File: src/rtl/lc3b_types.sv
// Shared LC-3b memory-side types: physical line/address and the
// physical-memory arbiter state encoding.
package lc3b_types;

    typedef logic [15:0]  lc3b_pmem_addr;
    typedef logic [127:0] lc3b_pmem_line;

    typedef enum logic [1:0] {
        ARB_IDLE,
        ARB_BUSY,
        ARB_DONE
    } lc3b_arb_state;

    localparam int PMEM_ADDR_W = $bits(lc3b_pmem_addr);
    localparam int PMEM_LINE_W = $bits(lc3b_pmem_line);

endpackage

File: src/rtl/arb_rr_picker.sv
// Combinational round-robin picker: first set request bit at or
// above rr_ptr, wrapping around to bit 0.
module arb_rr_picker #(
    parameter int N  = 2,
    parameter int IW = $clog2(N)
) (
    input  logic [N-1:0]  req,
    input  logic [IW-1:0] rr_ptr,
    output logic          valid,
    output logic [IW-1:0] index
);

    always_comb begin
        int j;
        logic [IW-1:0] jj;
        j     = 0;
        jj    = '0;
        valid = |req;
        index = '0;
        // walk from the far end so the nearest hit is written last
        for (int k = N - 1; k >= 0; k--) begin
            j = int'(rr_ptr) + k;
            if (j >= N) j = j - N;
            jj = IW'(j);
            if (req[jj]) index = jj;
        end
    end

endmodule

File: src/rtl/pmem_arbiter.sv
// Round-robin arbiter sharing one physical-memory port among
// NUM_CH line-read/line-write requesters.
module pmem_arbiter
    import lc3b_types::*;
#(
    parameter int NUM_CH = 2,
    parameter int ADDR_W = PMEM_ADDR_W,
    parameter int LINE_W = PMEM_LINE_W
) (
    input  logic                       clk,
    input  logic                       reset_n,
    input  logic [NUM_CH-1:0]          ch_read,
    input  logic [NUM_CH-1:0]          ch_write,
    input  logic [NUM_CH*ADDR_W-1:0]   ch_address,
    input  logic [NUM_CH*LINE_W-1:0]   ch_wdata,
    output logic [NUM_CH-1:0]          ch_resp,
    output logic [LINE_W-1:0]          ch_rdata,
    output logic                       pmem_read,
    output logic                       pmem_write,
    output logic [ADDR_W-1:0]          pmem_address,
    output logic [LINE_W-1:0]          pmem_wdata,
    input  logic                       pmem_resp,
    input  logic [LINE_W-1:0]          pmem_rdata,
    output logic                       busy,
    output logic [$clog2(NUM_CH)-1:0]  grant_id
);

    localparam int IW = $clog2(NUM_CH);

    lc3b_arb_state state, state_next;

    logic [IW-1:0]     rr_ptr;
    logic [IW-1:0]     gid;
    logic              lat_wr;
    logic [ADDR_W-1:0] lat_addr;
    logic [LINE_W-1:0] lat_wdata;
    logic              pick_valid;
    logic [IW-1:0]     pick_idx;
    logic              complete;

    logic [ADDR_W-1:0] addr_arr [NUM_CH];
    logic [LINE_W-1:0] wd_arr   [NUM_CH];

    for (genvar i = 0; i < NUM_CH; i++) begin : g_unpack
        assign addr_arr[i] = ch_address[i*ADDR_W +: ADDR_W];
        assign wd_arr[i]   = ch_wdata[i*LINE_W +: LINE_W];
    end

    arb_rr_picker #(
        .N  (NUM_CH),
        .IW (IW)
    ) u_picker (
        .req    (ch_read | ch_write),
        .rr_ptr (rr_ptr),
        .valid  (pick_valid),
        .index  (pick_idx)
    );

    assign complete = (state == ARB_BUSY) && pmem_resp;

    always_ff @(posedge clk or negedge reset_n) begin
        if (!reset_n) begin
            state     <= ARB_IDLE;
            rr_ptr    <= '0;
            gid       <= '0;
            lat_wr    <= 1'b0;
            lat_addr  <= '0;
            lat_wdata <= '0;
        end else begin
            state <= state_next;
            if (state == ARB_IDLE && pick_valid) begin
                gid       <= pick_idx;
                lat_wr    <= ch_write[pick_idx];
                lat_addr  <= addr_arr[pick_idx];
                lat_wdata <= wd_arr[pick_idx];
            end
            if (complete) begin
                rr_ptr <= (gid == IW'(NUM_CH - 1)) ? '0 : gid + IW'(1);
            end
        end
    end

    always_comb begin
        state_next = state;
        pmem_read  = 1'b0;
        pmem_write = 1'b0;
        ch_resp    = '0;
        ch_rdata   = '0;
        unique case (state)
            ARB_IDLE: begin
                if (pick_valid) state_next = ARB_BUSY;
            end
            ARB_BUSY: begin
                pmem_read  = !lat_wr;
                pmem_write = lat_wr;
                if (pmem_resp) begin
                    ch_resp[gid] = 1'b1;
                    ch_rdata     = pmem_rdata;
                    state_next   = ARB_DONE;
                end
            end
            ARB_DONE: state_next = ARB_IDLE;
            default:  state_next = ARB_IDLE;
        endcase
    end

    assign busy         = (state != ARB_IDLE);
    assign grant_id     = gid;
    assign pmem_address = lat_addr;
    assign pmem_wdata   = lat_wdata;

endmodule

File: config.mk
export PLATFORM = sky130hd
export DESIGN_NAME = pmem_arbiter
export DESIGN_NICKNAME = d
export VERILOG_FILES = /design/src/rtl/lc3b_types.sv /design/src/rtl/arb_rr_picker.sv /design/src/rtl/pmem_arbiter.sv
export SDC_FILE = /design/constraint.sdc
export NUM_CORES = 1
export LEC_CHECK = 0
export BUFFER_PORTS_ARGS = -buffer_cell sky130_fd_sc_hd__buf_2
export CELL_PAD_IN_SITES_DETAIL_PLACEMENT = 1
export CELL_PAD_IN_SITES_GLOBAL_PLACEMENT = 2
export CORE_AREA = 2 2 271 273
export CTS_CLUSTER_SIZE = 24
export DETAILED_ROUTE_END_ITERATION = 12
export DIE_AREA = 0 0 273 275
export GPL_TIMING_DRIVEN = 0
export PLACE_DENSITY_LB_ADDON = 0.1
export SYNTH_ARGS = -nofsm -noshare
export SYNTH_HDL_FRONTEND = slang
export SYNTH_SLANG_ARGS = --single-unit
File: constraint.sdc
create_clock -name clk -period 1.5 [get_ports clk]
set_input_delay 0.075 -clock clk [delete_from_list [all_inputs] [get_ports clk]]
set_output_delay 0.075 -clock clk [all_outputs]
set_load 0.05 [all_outputs]
=== Yosys cells after proc, flatten, opt, wreduce, memory -nomap -nowiden ===
Cells that the tools add are included.

* Register bits after elaboration: 149
* Input bits: 423
* Output and inout bits: 278
* Logic and storage cells: 59

* Add/subtract/negate cells: 4
* Magnitude comparators: 8
* Eq/ne operators: 3
* Muxes and demuxes: 28
* Bitwise operators: 2
* Reductions and logical operators: 8

{| class="wikitable"
|+ Operator list
! operator !! number
|-
| $mux W128 || 5
|-
| $mux W16 || 3
|-
| $mux W1 || 14
|-
| $lt A1 B2 Y1 const B || 4
|-
| $mux W2 || 4
|-
| $ge A2 B2 Y1 const B || 2
|-
| $ne A2 B2 Y1 const B || 2
|-
| $pmux W2 S2 || 1
|-
| $logic_and A1 B1 Y1 || 3
|-
| $add A1 B1 Y2 const B || 1
|-
| $eq A2 B1 Y1 const B || 1
|-
| $ge A1 B2 Y1 const B || 1
|-
| $logic_not A2 Y1 || 1
|-
| $not A1 Y2 || 1
|-
| $or A2 B2 Y2 || 1
|-
| $reduce_and A2 Y1 || 1
|-
| $reduce_bool A2 Y1 || 1
|-
| $reduce_or A2 Y1 || 1
|-
| $sub A1 B1 Y1 const B || 2
|-
| $add A1 B1 Y1 const B || 1
|-
| $demux W1 S1 || 1
|-
| $ge A1 B1 Y1 const B || 1
|-
| $logic_not A1 Y1 || 1
|}

=== Longest topological paths before layout ===
Gate-level depths: netlist (run 1).

* Depth after elaboration: 11
* Mapped depth: 6
* Mapped depth without buffers: 3

=== By module ===
A second synthesis (run 1) with hierarchy kept.

* Cells, all modules: 632
* Area total of the unflattened synthesis: 9098.7 um^2

{| class="wikitable"
|+ By module, submodules not included
! module !! instances !! cells an instance !! area each (um^2) !! seq. area each (um^2)
|-
| pmem_arbiter || 1 || 629 || 9081.2 || 3728.6
|-
| arb_rr_picker || 1 || 3 || 17.5 || 0.0
|}

=== Worst setup path before layout (run 1) ===
No wires, ideal clock.

* Path kind: flip-flop to output port
* Start: reg state[1]
* End: out ch_resp[0]
* Arrival time: 1.634 ns
* Required time: 1.425 ns
* Setup slack: -0.209 ns
* Stages on the path, launching flop included: 5
* Path buffers: 2
* Cells stage by stage: dfrtp_1 and3b_1 clkbuf_1 buf_2 nor2b_1

* Longest elaborated chain between the ends: 2

{| class="wikitable"
|+ RTL lines
! element !! line !! source
|-
| start, declared || pmem_arbiter.sv:30 || <nowiki>lc3b_arb_state state, state_next;</nowiki>
|-
| start signal, assigned || pmem_arbiter.sv:70 || <nowiki>state <= state_next;</nowiki>
|-
| $eq A2 B1 Y1 || pmem_arbiter.sv:89 || <nowiki>unique case (state)</nowiki>
|-
| $mux W2 || pmem_arbiter.sv:89 ||
|-
| end, declared || pmem_arbiter.sv:16 || <nowiki>output logic [NUM_CH-1:0] ch_resp,</nowiki>
|}

No other way between the ends.

=== Final worst setup path (run 1) ===
* Start: reg state[1]
* End: out ch_rdata[92]

* Longest elaborated chain between the ends: 2

{| class="wikitable"
|+ RTL lines
! element !! line !! source
|-
| $eq A2 B1 Y1 || pmem_arbiter.sv:89 ||
|-
| $mux W128 || pmem_arbiter.sv:89 ||
|-
| end, declared || pmem_arbiter.sv:17 || <nowiki>output logic [LINE_W-1:0] ch_rdata,</nowiki>
|}

No other way between the ends.

==> results of run 1 <==
-- cell usage in the layout, fill, tap and decap left out, types with 55 or more instances in the layout --
cell / netlist / final
a311oi_2: 0 / 121
a2bb2oi_1: 144 / 89
and2_4: 0 / 60
dfrtp_1: 149 / 149
o21ai_0: 138 / 137
buf_2: 41 / 594
dlygate4sd3_1: 0 / 292
buf_6: 2 / 64
buf_8: 0 / 82
a2bb2oi_2: 0 / 55
-- per-stage QoR --
| stage | hold WS [ns] | TNS [ns] | power (mW) | setup slack (ns) | area (µm²) |
|---|---|---|---|---|---|
| final | 0.150 | -81.08 | 45.5 | -0.431 | 21300 |
| after global routing | 0.141 | -103.02 | 47.6 | -0.502 | 21200 |
| after CTS | 0.0234 | -104.47 | 44.3 | -0.528 | 20400 |
| after detailed placement | 0.152 | -188.99 | 30.8 | -1.20 | 13300 |
| after global placement | 0.312 | -610.18 | 30.8 | -2.92 | 13300 |
| after floorplan | -0.221 | -1.11 | 23.3 | -0.0155 | 8610 |
-- flip-flops by register name (all words and copies together) (netlist names) --
name / count
pmem_wdata: 128
pmem_address: 16
state: 2
grant_id: 1
lat_wr: 1
rr_ptr: 1
-- per-layer routing --
layer	up-vias	GRT usage, %	routed length (µm)
met5	-	0	7
met4	2	3.75	800
met3	42	4.59	4000
met2	365	32.3	36000
met1	6107	23.6	31500
li1	5517	-	-
-- power breakdown --
group          internal (mW)  leakage [nW]  switching [mW]
Combinational           13.5          7.07            19.6
Clock                   2.82         0.306            2.16
Sequential              6.11          1.67            1.32
-- final cells by class --
cell class	count	area [µm²]
multi-input combinational	584	5920
sequential	149	3730
tap	959	1200
clock buffer	19	433
buffer	124	1320
antenna	9	22.5
clock inverter	13	199
timing repair buffer	1042	8430
inverter	1	3.75
fill	8264	51100
-- kinds of logic after synthesis --
kind of cell           synth area share [%]
flip-flops                             43.9
AND/OR/NAND/NOR                        10.8
buffers and inverters                  6.53
AO/OA/AOI/OAI                          38.8
-- final timing paths --
kind | startpoint | to | slack (ns)
setup / recovery | state[1] | ch_rdata[92] | -0.43
hold / removal | ch_read[0] | lat_wr | 0.15
setup reg to reg | state[1] | pmem_wdata[33] | -0.40
hold reg to reg | pmem_wdata[85] | pmem_wdata[85] | 0.52
max in group asynchronous | reset_n | pmem_address[5] | 0.36
min in group asynchronous | reset_n | pmem_wdata[62] | 0.19
-- repair_timing --
| action | in CTS | in global routing |
|---|---|---|
| hold buffers | 292 | 0 |
| setup endpoints to repair | 280 | 279 |
| setup buffers | 27 | 8 |
| cloned | 19 | 2 |
| gates resized for setup | 707 | 204 |
| endpoints found under the hold margin | 222 | 0 |
| pin swaps | 50 | 41 |
-- critical path: stages (launching register included) --
cell and delay [ns]:
dfrtp_1 0.37, and3b_2 0.32, buf_4 0.23, and2_2 0.24
buf_4 0.22
==> results.json, run 1 <==
{
  "drive_gt1_share_pct": 60.9,
  "critical_path.max_fanout": 11,
  "drt_pass1_iterations": 4,
  "critical_path_arrival_ns": 1.86,
  "synthTopCellsByArea": "dfrtp_1 44%, a2bb2oi_1 15%, a311oi_1 15%, and2_1 9.5%, o21ai_0 8.1%",
  "clock_skew_ns": 0.0147,
  "vias_per_cell": 4.15,
  "ys.flop_type": "dfrtp_1",
  "wire_per_inst_um": 24.9,
  "cts_tree": "built",
  "ff2ff_path_depth": 9,
  "synth_top_area_cell": "dfrtp_1",
  "peakVddDrop_uv": 876,
  "hold_path_class": "input port to flop",
  "yosysWarnings": 0,
  "clockBufferDepth": 2,
  "report.final.slew_viol_count": 0,
  "synth-edff-count": 0,
  "powerDensity_mw_per_mm2": 2140,
  "rsz0062_at_grt": "yes",
  "fmax_mhz": 518,
  "io_pins": 701,
  "final-hold-violation-count": 0,
  "area_delta_synth_final_pct": 150,
  "drv_cap": 0,
  "synth_cells": 860,
  "slew_headroom_pct": 29.3,
  "drtAntennaViolNets": 0,
  "final_cells": 2900,
  "worst_ep_required_time_ns": 1.42,
  "drt-total-wl_mm": 72.3,
  "die_area_mm2": 0.0751,
  "synth_seq_cells": 149,
  "drc_errors": 0,
  "numCtsBuffers": 17,
  "synth_most_common_cell": "dfrtp_1",
  "finalWeightedCongestion": 0.865,
  "place_hpwl_mm": 53.2,
  "finalCritPeriodShare_pct": 129,
  "finish.utilization_pct": 29.4,
  "setup_viol": 277,
  "p_leak_nw": 9.05,
  "cts_sinks": 149,
  "grt_pass1_wl_mm": 101,
  "start_util_pct": 11.7,
  "place.port_buffers": 700,
  "postSynthAreaPerCell_um2": 9.87,
  "setup_slack_ns": -0.431,
  "outcome": "finished, violations left",
  "synth_area_mm2": 0.00849,
  "netlist.area_leader.share_pct": 43.9,
  "grt_pass1_vias": 13400,
  "clock_latency_ns": 0.48,
  "overflow": 0,
  "async_reset_ff_share_pct": 100,
  "grt_antenna_before_repair": 11,
  "dpl.cell_count": 2520,
  "core-area_mm2": 0.0723,
  "die_h_um": 275,
  "nNetsFinal": 2342,
  "cp-end-kind": "primary output",
  "hold_depth": 3,
  "grt_max_degree": 78,
  "detail_route.iter0.violations": 424,
  "synthDistinctLibCells": 30,
  "num_vias": 12000,
  "tightestPinTransition_ns": 1.06,
  "fin_crit_ns": 1.93,
  "syn-num-nets": 1283,
  "violations": "negative setup slack",
  "track_usage_pct": 18.7,
  "htreeDepth": 4,
  "critical_path_class": "flop to primary output",
  "clkTransAtPathRegs_ns": 0.07,
  "start_kind": "flop",
  "rows": 99,
  "synth_common_cells": "149 x dfrtp_1, 144 x a2bb2oi_1, 144 x a311oi_1",
  "cts-root-buf": "clkbuf_16",
  "ys_seq_area_share_pct": 43.9,
  "fp.dieW_um": 273
}
(Power assumes the default switching activity.)
==> run 2: changes to the inputs <==
--- a/config.mk
+++ b/config.mk
@@ -13,7 +13,9 @@
 export DETAILED_ROUTE_END_ITERATION = 12
 export DIE_AREA = 0 0 273 275
 export GPL_TIMING_DRIVEN = 0
+export MAX_ROUTING_LAYER = met4
 export PLACE_DENSITY_LB_ADDON = 0.1
+export SKIP_LAST_GASP = 1
 export SYNTH_ARGS = -nofsm -noshare
 export SYNTH_HDL_FRONTEND = slang
 export SYNTH_SLANG_ARGS = --single-unit
==> run 2 against run 1 <==
- the flow still finishes with violations (negative setup slack)
- clock skew down 0.0044 ns
- cell count up 0.24%
- die area unchanged
- highest routed layer is now met4
==> results.json, run 2 (synthesis results as in run 1) <==
{
  "start_kind": "flop",
  "critical_path_depth": 5,
  "tightestPinTransition_ns": 0.955,
  "slowest_stage": "and3b_4",
  "fmax_mhz": 503,
  "track_usage_pct": 18.9,
  "worst_ep_required_time_ns": 1.42,
  "cts_tree": "built",
  "overflow": 0,
  "drv_cap": 0,
  "drt-total-wl_mm": 71.5,
  "finalCritPeriodShare_pct": 133,
  "place_hpwl_mm": 53.0,
  "drc_errors": 0,
  "use_met1_pct": 23.5,
  "cts-root-buf": "clkbuf_16",
  "clkTransAtPathRegs_ns": 0.07,
  "critical_path.max_fanout": 8,
  "critical_path.cell_chain": "and3b_4 > buf_12 > clkbuf_8 > and2_4 > buf_8",
  "grt-busiest-layer": "met2",
  "detail_route.iter0.violations": 478,
  "cpPeakStageDelay_ns": 0.41,
  "area_delta_synth_final_pct": 145,
  "grt_pass1_vias": 13200,
  "fin_crit_ns": 1.99,
  "cts_sinks": 149,
  "clock_skew_ns": 0.0104,
  "path_buf_inv": 3,
  "slew_headroom_pct": 36.3,
  "die_area_mm2": 0.0751,
  "finalPower_mw": 44.2,
  "setup_viol": 279,
  "num_vias": 11900,
  "largest_register_ffs": 128,
  "powerDensity_mw_per_mm2": 2120,
  "io_pins": 701,
  "htreeDepth": 4,
  "met2_usage_pct": 30.9,
  "rsz0062_at_grt": "yes",
  "ff2ff_path_depth": 8,
  "p_leak_nw": 9.02,
  "die_h_um": 275,
  "rows": 99,
  "violations": "negative setup slack",
  "wire_per_inst_um": 24.6,
  "finalWeightedCongestion": 0.900,
  "setup_slack_ns": -0.488,
  "drt_pass1_iterations": 4,
  "start_util_pct": 11.7,
  "dpl.cell_count": 2520,
  "drtAntennaViolNets": 0,
  "critical_path_arrival_ns": 1.91,
  "place_ws_ns": -1.15,
  "fp.dieW_um": 273,
  "grt_antenna_before_repair": 14,
  "hold_path_class": "input port to flop",
  "final-hold-violation-count": 0,
  "grt_max_degree": 78,
  "nNetsFinal": 2342,
  "place.port_buffers": 700,
  "layout_commonest_cell": "buf_2",
  "grt_use_met3_pct": 4.70,
  "report.final.slew_viol_count": 0,
  "clock_latency_ns": 0.48,
  "outcome": "finished, violations left",
  "core-area_mm2": 0.0723,
  "numCtsBuffers": 17,
  "final_cells": 2907,
  "clockBufferDepth": 2,
  "cp-end-kind": "primary output",
  "critPathTopFamily": "simple AND/OR/NAND/NOR gates",
  "vias_per_cell": 4.11,
  "layout_common_cells": "592 x buf_2, 292 x dlygate4sd3_1, 149 x dfrtp_1",
  "drive_gt1_share_pct": 57.9,
  "hold_depth": 3,
  "critical_path_class": "flop to primary output",
  "nFillCells": 8227,
  "grt_pass1_wl_mm": 99.1,
  "peakVddDrop_uv": 815
}
run 2: cell types whose count changed in the layout (fill, tap and decap cells not counted), moves of 4 or more:
| cell | change |
|---|---|
| buf_6 | -24 |
| a2bb2oi_1 | +26 |
| buf_8 | -7 |
| a2bb2oi_2 | -26 |
| diode_2 | +7 |
| a311oi_2 | -15 |
| clkbuf_16 | +13 |
| and2_4 | -26 |
| buf_16 | -4 |
| a311oi_4 | -9 |
| a311oi_1 | +24 |
| buf_12 | -4 |
| buf_4 | +23 |
| and2_2 | +23 |
run 2: worst reg2reg max path: cells and delay by family, from the launching register on:
kind,cells,cell delay [ns]
AND/OR/NAND/NOR,1,0.22
flip-flops,1,0.38
AO/OA/AOI/OAI,2,0.36
buffers and inverters,5,0.73
run 2: routing by layer:
layer / share of wire (%) / vias up / wire length (µm)
met5: 0 / - / 0
met4: 1.3 / 0 / 904
li1: - / 5535 / -
met2: 49 / 370 / 35100
met1: 44 / 5994 / 31400
met3: 5.7 / 41 / 4090
run 2: what timing repair did:
item,4_1_cts,5_1_grt
hold endpoints to repair,218,0
gates cloned,18,5
resized for setup,620,184
setup endpoints to repair,280,279
pin swaps,70,28
buffers inserted,14,13
hold buffers,292,0
run 2: power breakdown:
| part | leakage (nW) | switching, mW | internal [mW] | total [mW] |
|---|---|---|---|---|
| combinational | 7.04 | 18.9 | 12.7 | 31.6 |
| sequential | 1.67 | 1.25 | 6.11 | 7.36 |
| clock | 0.314 | 2.13 | 3.03 | 5.16 |
run 2: worst paths after layout:
check	slack, ns	from	to
worst max-delay path	-0.49	state[1]	ch_rdata[48]
worst max register to register	-0.31	state[1]	pmem_wdata[82]
worst min-delay path	0.08	ch_write[0]	lat_wr
min in group asynchronous	0.15	reset_n	pmem_wdata[63]
max in group asynchronous	0.40	reset_n	pmem_address[0]
worst min register to register	0.52	pmem_wdata[85]	pmem_wdata[85]
run 2: stage by stage:
step | TNS, ns | util, % | cell area (µm²) | hold slack, ns
after floorplan | -1.11 | - | 8610 | -0.221
after global placement | -607.00 | 18.4 | 13300 | 0.304
after detailed placement | -187.91 | 18.4 | 13300 | 0.146
after CTS | -101.81 | 27.4 | 19800 | 0.0216
after global routing | -117.79 | 28.8 | 20800 | 0.0594
final | -88.29 | 28.8 | 20800 | 0.0803
run 2: area by class of cell:
class	instances	area (µm²)	area share, %
Timing Repair Buffer	1042	8310	39.9
Tap cell	959	1200	5.76
Sequential cell	149	3730	17.9
Inverter	1	3.75	0.0180
Multi-Input combinational cell	584	5430	26.0
Buffer	124	1460	7.02
Antenna cell	16	40.0	0.192
Clock inverter	13	221	1.06
Clock buffer	19	443	2.13
